===== src/rtl/crc8_frame_serializer.sv =====
// Buffers FRAME_BYTES bytes, streams them MSB-first into an external negedge CRC-8 stage, returns its result.
// Define CRC8_SER_SELFCHECK_EN for a shadow CRC that flags crc_err when the stage's result disagrees.
module crc8_frame_serializer #(
  parameter  int FRAME_BYTES = 4,
  localparam int IDX_W       = (FRAME_BYTES > 1) ? $clog2(FRAME_BYTES) : 1
) (
  input  logic       clk,
  input  logic       reset,
  input  logic [7:0] in_data,
  input  logic       in_valid,
  output logic       in_ready,
  output logic       ser_bit,
  output logic       crc_run,
  input  logic [7:0] crc_in,
  output logic [7:0] frame_crc,
  output logic       crc_valid,
  input  logic       crc_ready,
`ifdef CRC8_SER_SELFCHECK_EN
  output logic       crc_err,
`endif
  output logic       busy
);

  localparam logic [IDX_W-1:0] LAST_IDX = IDX_W'(FRAME_BYTES - 1);

  typedef enum logic [1:0] {S_COLLECT, S_SHIFT, S_DONE} state_t;

  state_t           r_state;
  state_t           w_state_nxt;
  logic [IDX_W-1:0] r_cnt;
  logic [2:0]       r_bit;
  logic             r_ser;
  logic [7:0]       r_frame_crc;
  logic [7:0]       r_buf [2**IDX_W];

  logic             w_accept;
  logic             w_last_bit;
  logic [IDX_W-1:0] w_cnt_nxt;
  logic [2:0]       w_bit_nxt;
  logic             w_first_bit;
  logic             w_next_bit;

  always_comb begin
    w_state_nxt = r_state;
    in_ready    = 1'b0;
    crc_run     = 1'b0;
    crc_valid   = 1'b0;
    busy        = 1'b0;
    w_accept    = 1'b0;
    w_last_bit  = 1'b0;
    case (r_state)
      S_COLLECT: begin
        in_ready = 1'b1;
        w_accept = in_valid;
        if (in_valid && (r_cnt == LAST_IDX)) w_state_nxt = S_SHIFT;
      end
      S_SHIFT: begin
        crc_run    = 1'b1;
        busy       = 1'b1;
        w_last_bit = (r_cnt == LAST_IDX) && (r_bit == 3'd0);
        if (w_last_bit) w_state_nxt = S_DONE;
      end
      S_DONE: begin
        crc_valid = 1'b1;
        busy      = 1'b1;
        if (crc_ready) w_state_nxt = S_COLLECT;
      end
      default: w_state_nxt = S_COLLECT;
    endcase
  end

  // The last byte of a single-byte frame is still on in_data when SHIFT starts.
  assign w_first_bit = (r_cnt == '0) ? in_data[7] : r_buf[0][7];
  assign w_bit_nxt   = r_bit - 3'd1;
  assign w_cnt_nxt   = r_cnt + IDX_W'(r_bit == 3'd0);
  assign w_next_bit  = r_buf[w_cnt_nxt][w_bit_nxt];

  always_ff @(posedge clk) begin
    if (w_accept) r_buf[r_cnt] <= in_data;
  end

  always_ff @(posedge clk) begin
    if (reset) begin
      r_state     <= S_COLLECT;
      r_cnt       <= '0;
      r_bit       <= 3'd0;
      r_ser       <= 1'b0;
      r_frame_crc <= 8'h00;
    end else begin
      r_state <= w_state_nxt;
      case (r_state)
        S_COLLECT: begin
          if (w_accept) begin
            if (r_cnt == LAST_IDX) begin
              r_cnt <= '0;
              r_bit <= 3'd7;
              r_ser <= w_first_bit;
            end else begin
              r_cnt <= r_cnt + IDX_W'(1);
            end
          end
        end
        S_SHIFT: begin
          if (w_last_bit) begin
            r_cnt       <= '0;
            r_ser       <= 1'b0;
            r_frame_crc <= crc_in;
          end else begin
            r_cnt <= w_cnt_nxt;
            r_bit <= w_bit_nxt;
            r_ser <= w_next_bit;
          end
        end
        default: ;
      endcase
    end
  end

  assign ser_bit   = r_ser;
  assign frame_crc = r_frame_crc;

`ifdef CRC8_SER_SELFCHECK_EN
  logic [7:0] r_chk;
  logic [7:0] w_chk_nxt;
  logic       r_err;

  // Same recurrence as the external stage, advanced on posedge from the bit being presented.
  assign w_chk_nxt = {r_chk[6:0], 1'b0} ^ ((r_chk[7] ^ r_ser) ? 8'h07 : 8'h00);

  always_ff @(posedge clk) begin
    if (reset) begin
      r_chk <= 8'h00;
      r_err <= 1'b0;
    end else begin
      case (r_state)
        S_SHIFT: begin
          r_chk <= w_chk_nxt;
          if (w_last_bit) r_err <= (w_chk_nxt != crc_in);
        end
        S_DONE: if (crc_ready) r_err <= 1'b0;
        default: begin
          r_chk <= 8'h00;
          r_err <= 1'b0;
        end
      endcase
    end
  end

  assign crc_err = r_err;
`endif

endmodule


===== config.mk =====
export PLATFORM = sky130hd
export DESIGN_NAME = crc8_frame_serializer
export DESIGN_NICKNAME = d
export VERILOG_FILES = /design/src/rtl/crc8_frame_serializer.sv
export SDC_FILE = /design/constraint.sdc
export NUM_CORES = 1
export LEC_CHECK = 0
export ABC_CLOCK_PERIOD_IN_PS = 3100
export CAP_MARGIN = 20
export CELL_PAD_IN_SITES_DETAIL_PLACEMENT = 1
export CELL_PAD_IN_SITES_GLOBAL_PLACEMENT = 2
export CORE_MARGIN = 2
export CORE_UTILIZATION = 36
export CTS_BUF_LIST = sky130_fd_sc_hd__clkbuf_8 sky130_fd_sc_hd__clkbuf_16
export CTS_CLUSTER_DIAMETER = 80
export DETAILED_ROUTE_END_ITERATION = 16
export PLACE_DENSITY = 0.75
export SYNTH_ARGS = -nofsm -noshare
export SYNTH_HDL_FRONTEND = slang
export SYNTH_SLANG_ARGS = --single-unit

===== constraint.sdc =====
create_clock -name clk -period 3.1 [get_ports clk]
set_clock_uncertainty 0.1 [all_clocks]
set_input_delay 0.62 -clock clk [delete_from_list [all_inputs] [get_ports clk]]
set_output_delay 0.62 -clock clk [all_outputs]
set_load 0.02 [all_outputs]

Word-level counts from Yosys, hierarchy flattened
Memory sizes are Yosys's and may differ from the RTL's.
Cells that the tools add are included.
- shifts and indexed selects: 0
- add/subtract/negate cells: 3
- bitwise logic cells: 0
- equality and inequality tests: 9
- divide/modulo/power cells: 0
- multiply operators: 0
- order comparisons: 1
- mux-type cells: 27
- reduce and logical (&&, ||, !) cells: 12
- operators by type and width (operator ; count):
    $mux 1 ; 13
    $mux 2 ; 6
    $ne 2x2->1 const B ; 6
    $mux 3 ; 3
    $pmux 2 s3 ; 1
    $pmux 3 s2 ; 1
    $reduce_and 3->1 ; 2
    $eq 2x2->1 const B ; 2
    $logic_not 2->1 ; 2
    $lt 3x4->1 const B ; 1
    $pmux 2 s2 ; 1
    $reduce_and 2->1 ; 2
    $reduce_and 4->1 ; 1
    $bmux 1 s3 ; 1
    $logic_not 3->1 ; 1
    $sub 3x1->3 const B ; 1
    $add 2x1->2 ; 1
    $add 2x1->2 const B ; 1
    $eq 2x1->1 const B ; 1
    $logic_and 1x1->1 ; 2
    $pmux 1 s2 ; 1
    $reduce_bool 2->1 ; 1
    $reduce_or 2->1 ; 1
- output and inout bits: 13
- memory bits (writable): 32
- latch bits: 0
- flip-flop bits (word level): 16
- word-level logic and storage cells: 58
- memories: 1
- memory bits (read-only): 0
- memories (name ; depth ; width ; rd ports ; clocked after Yosys merged registers in ; wr ports ; RTL line ; source):
    r_buf ; 4 ; 8 ; 2 ; 0 ; 1 ; 34 ; logic [7:0] r_buf [2**IDX_W];

Depth between registers and ports, before layout
An unclocked memory read counts as a cell.
- word-level depth: 7
- depth in mapped cells: 11

Worst setup path before layout
OpenSTA, ideal clock, no wires.
- path kind: reg-to-reg
- from: reg r_bit[0]
- to: reg r_ser (netlist: ser_bit)
- stages on the path, launching flop included: 12
- setup time: 126 ps
- data arrival time: 2429 ps
- data required time: 2874 ps
- slack: 445 ps
- cell sequence: dfxtp_1 -> inv_1 -> ha_1 -> ha_1 -> ha_1 -> xor2_1 -> buf_6 -> mux2i_1 -> nor3_1 -> or4_1 -> nor4_1 -> nor3_1
- cells in the longest elaborated chain, start to end: 7
- elaborated cells between the ends (all ways): 10
- classes of those cells: add/sub: 2; mux: 5; reduce/logical: 2; memory: 1
- ends and longest elaborated chain (element ; RTL line ; source):
    from (decl) ; 31 ; logic [2:0] r_bit;
    from (signal assigned) ; 110 ; r_bit <= w_bit_nxt;
    $logic_not 3->1 ; 60, 75 ;
    $add 2x1->2 ; 75 ; assign w_cnt_nxt = r_cnt + IDX_W'(r_bit == 3'd0);
    $mem_v2 4x8 ; n/a ;
    $bmux 1 s3 ; 76 ; assign w_next_bit = r_buf[w_cnt_nxt][w_bit_nxt];
    $mux 1 (not written as such) ; 76 ;
    $mux 1 * ; 104 ; if (w_last_bit) begin
    $pmux 1 s2 * ; 91 ; case (r_state)
    to (signal assigned) ; 97 ; r_ser <= w_first_bit;
    to (signal assigned) ; 111 ; r_ser <= w_next_bit;
    to (decl) ; 32 ; logic r_ser;
Mark *: on every way between the ends. The rest lies on a longest branch, timed or not. The select of a mux whose other input is x is not followed.
A chain may end at the register's enable or synchronous reset.

Worst setup path in the final report
Ends and elaborated chain as after synthesis.

==> qor.yml <==
clock_tree:
  cts-buffers-inserted: 5
  cts_tree: "built"
  cts.sinks: 48
  htreeDepth: 2
  clockBufferDepth: 2
  cts_setup_buffers: 0
  ctsHoldBuffers: 0
  clk_pin_slew_ns: 0.09
  post_cts_resized: 0
  clkLatencyLatePin_ns: 0.29
  root_buffer: "clkbuf_8"
critical_path:
  slowest_stage: "or4_1"
  crit_type: "flop to flop"
  crit_path_max_incr_delay_ns: 0.47
  cp.required_ns: 3.17
  critPathLaunchType: "flop"
  cp_common_cell: "ha_1"
  r2r_end: "ser_bit"
  crit_arrival_ns: 2.88
  path_cells: "inv_1, ha_1, ha_1, ha_1, xor2_1, buf_4, mux2i_1, nor4_1, or4_1, nor4_1, nor3_1"
  r2r-start: "r_bit[0]"
  ff2ff_setup_slack_ns: 0.29
  end_kind: "flop"
  worstPathMaxFanout: 11
  ff2ff_path_depth: 11
worst_hold_path:
  hold_start: "r_state[1]"
  hold_depth: 2
  min_to: "r_state[1]"
  hold_class: "flop to flop"
die:
  die_w_um: 80.91
  die-area_um2: 6546
  pin_count: 33
  die_h_um: 80.91
  fp.coreArea_um2: 5816
  row_count: 28
  initial_utilization: 0.3662
route:
  drtPass1Iterations: 4
  wl_per_cell_um: 16.34
  drcViolationCount: 0
  vias: 1386
  ant_nets: 0
  viasPerCell: 5.004
  drtIter0Drc: 49
  wirelength_mm: 4.525
synthesis:
  synth_compound_area_frac: 0.06874
  ys_seq_area_frac: 0.6016
  synth_area_leaders: "edfxtp_1 (45%), dfxtp_1 (15%), mux2i_1 (6.6%), ha_1 (5.9%), mux4_2 (3.2%)"
  synthAdderAreaFrac: 0.05875
  syn_area_um2: 2130
  synth_top_area_frac: 0.4512
  synth_top_family_by_area: "multiplexers"
  synth-xor-area-share: 0.004113
  synth-async-reset-ratio: 0
  ys_seq_elements: 48
  synthFlopType: "edfxtp_1"
  synth_warnings: 0
  synthMuxAreaShare: 0.1310
  syn_avg_cell_area_um2: 12.83
  ys_top_cells_by_count: "edfxtp_1 (32), dfxtp_1 (16), nor2_1 (15)"
  synth_most_common_cell: "edfxtp_1"
  synth_largest_area_cell: "edfxtp_1"
  ys_types: 36
  synth.net_count: 196
  synth_edf_count: 32
  yosys.area_share.simple: 0.09871
  syn_inst: 166
flow_run:
  max-cap-violations: 0
layout:
  multi_input_area_um2: 769.5
  layout.nets: 231
  antennaDiodeCount: 0
  synthToLayoutAreaGrowth_pct: 22.91
  drive_gt1_frac: 0.09406
  num-fill-cells: 631
  final_area_um2: 2618
  stdcell_count: 277
  seq_area_um2: 1281
global_routing:
  antenna_found_initial: 0
  grt_usage: 0.1528
  grt_first_pass_wirelength_mm: 7.389
  grt_max_degree: 17
  overflow: 0
  grt_pass1_vias: 1496
place:
  portBuffers: 32
  dpl.hpwl_mm: 3.404
  placed_cells: 269
  dpl_cell_area_um2: 2532
  place_congestion: 0.8089
sta:
  fmax_mhz: 355.5
  maxSlewViolCount: 0
  hold_viol_final: 0
  finalCritPeriodShare: 0.9074
  rsz0062_at_grt: "no"
  timing.hold.ws_ns: 0.3880
  setup_viol: 0
  setup_tns_ns: 0
  period_needed_ns: 2.813
  tightest_slew_ns: 0.5951
  max_slew_margin: 0.6020
power_and_ir_drop:
  powerDensity_nw_per_um2: 470.1
  p_leak_uw: 0.0009706
  peakVddDrop_v: 0.0002040
status:
  status: "complete, no violations"
==> power by group <==
group / total, µW / internal (µW) / leakage, µW / switching, µW
combinational: 161 / 80.6 / 0.000497 / 80.5
sequential: 714 / 705 / 0.000423 / 9.27
clock: 355 / 155 / 0.0000507 / 201
total: 1230 / 940 / 0.000971 / 290
==> kinds of logic (layout without fill, tap and decap cells) <==
kind of cell,count (synthesis),count (layout)
fa+ha+maj,10,10
compound gates,21,21
buf+inv,18,54
simple gates,46,46
xor+xnor,1,1
mux,22,22
flops,48,48
==> area by class of cell <==
type                            count  area share
Clock buffer                        5     0.02629
Clock inverter                      3    0.006214
Inverter                           10     0.01434
Multi-Input combinational cell    100      0.2940
Sequential cell                    48      0.4895
Tap cell                           75     0.03585
Timing Repair Buffer               36      0.1338
==> cells in the final DEF, fill, tap and decap left out, types with 2 or more instances in the layout <==
cell	instances
a211oi_1	4
a21oi_1	7
a22oi_1	2
and3_1	4
buf_4	4
clkbuf_8	5
clkdlybuf4s50_1	32
dfxtp_1	16
edfxtp_1	32
ha_1	10
inv_1	11
mux2_2	3
mux2i_1	14
mux4_2	3
nand2_1	13
nand3_1	3
nor2_1	15
nor3_1	4
nor4_1	4
==> critical path, delay by kind of cell (launching register included) <==
family,cells,cell delay [ns]
simple gates,4,0.86
fa+ha+maj,3,0.68
flops,1,0.33
buf+inv,2,0.31
mux,1,0.25
xor+xnor,1,0.16
==> worst max path at each step <==
stage,from,endpoint,slack [ns],cells after the start
floorplan,r_bit[0],ser_bit,0.45,11
global placement,in_valid,ser_bit,0.37,8
finish,r_bit[0],ser_bit,0.29,11
detailed placement,r_bit[0],ser_bit,0.27,11
CTS,r_bit[0],ser_bit,0.27,11
global route,r_bit[0],ser_bit,0.07,11
==> state kept, by name (all words and copies together), names as in the netlist <==
name,count
frame_crc,8
r_state,2
r_buf,32
ser_bit,1
r_bit,3
r_cnt,2
==> through the flow <==
| stage | worst slack [ns] | total power, µW | utilization |
|---|---|---|---|
| 4_1_cts | 0.2655 | 1245 | 0.4501 |
| 3_3_place_gp | 0.3686 | 885.9 | 0.4355 |
| 5_1_grt | 0.06965 | 1286 | 0.4501 |
| 3_5_place_dp | 0.2731 | 892.8 | 0.4355 |
| 2_1_floorplan | 0.4454 | 830.5 | - |
| 6_report | 0.2872 | 1231 | 0.4501 |
==> per-layer routing <==
layer / share of wire / up-vias / track usage
met1: 0.42 / 679 / 0.1822
met2: 0.53 / 20 / 0.2702
met3: 0.028 / 6 / 0.03333
li1: - / 681 / -
met5: 0 / - / 0
met4: 0.016 / 0 / 0.05593
Note: power is estimated with default switching activity, not from simulation.
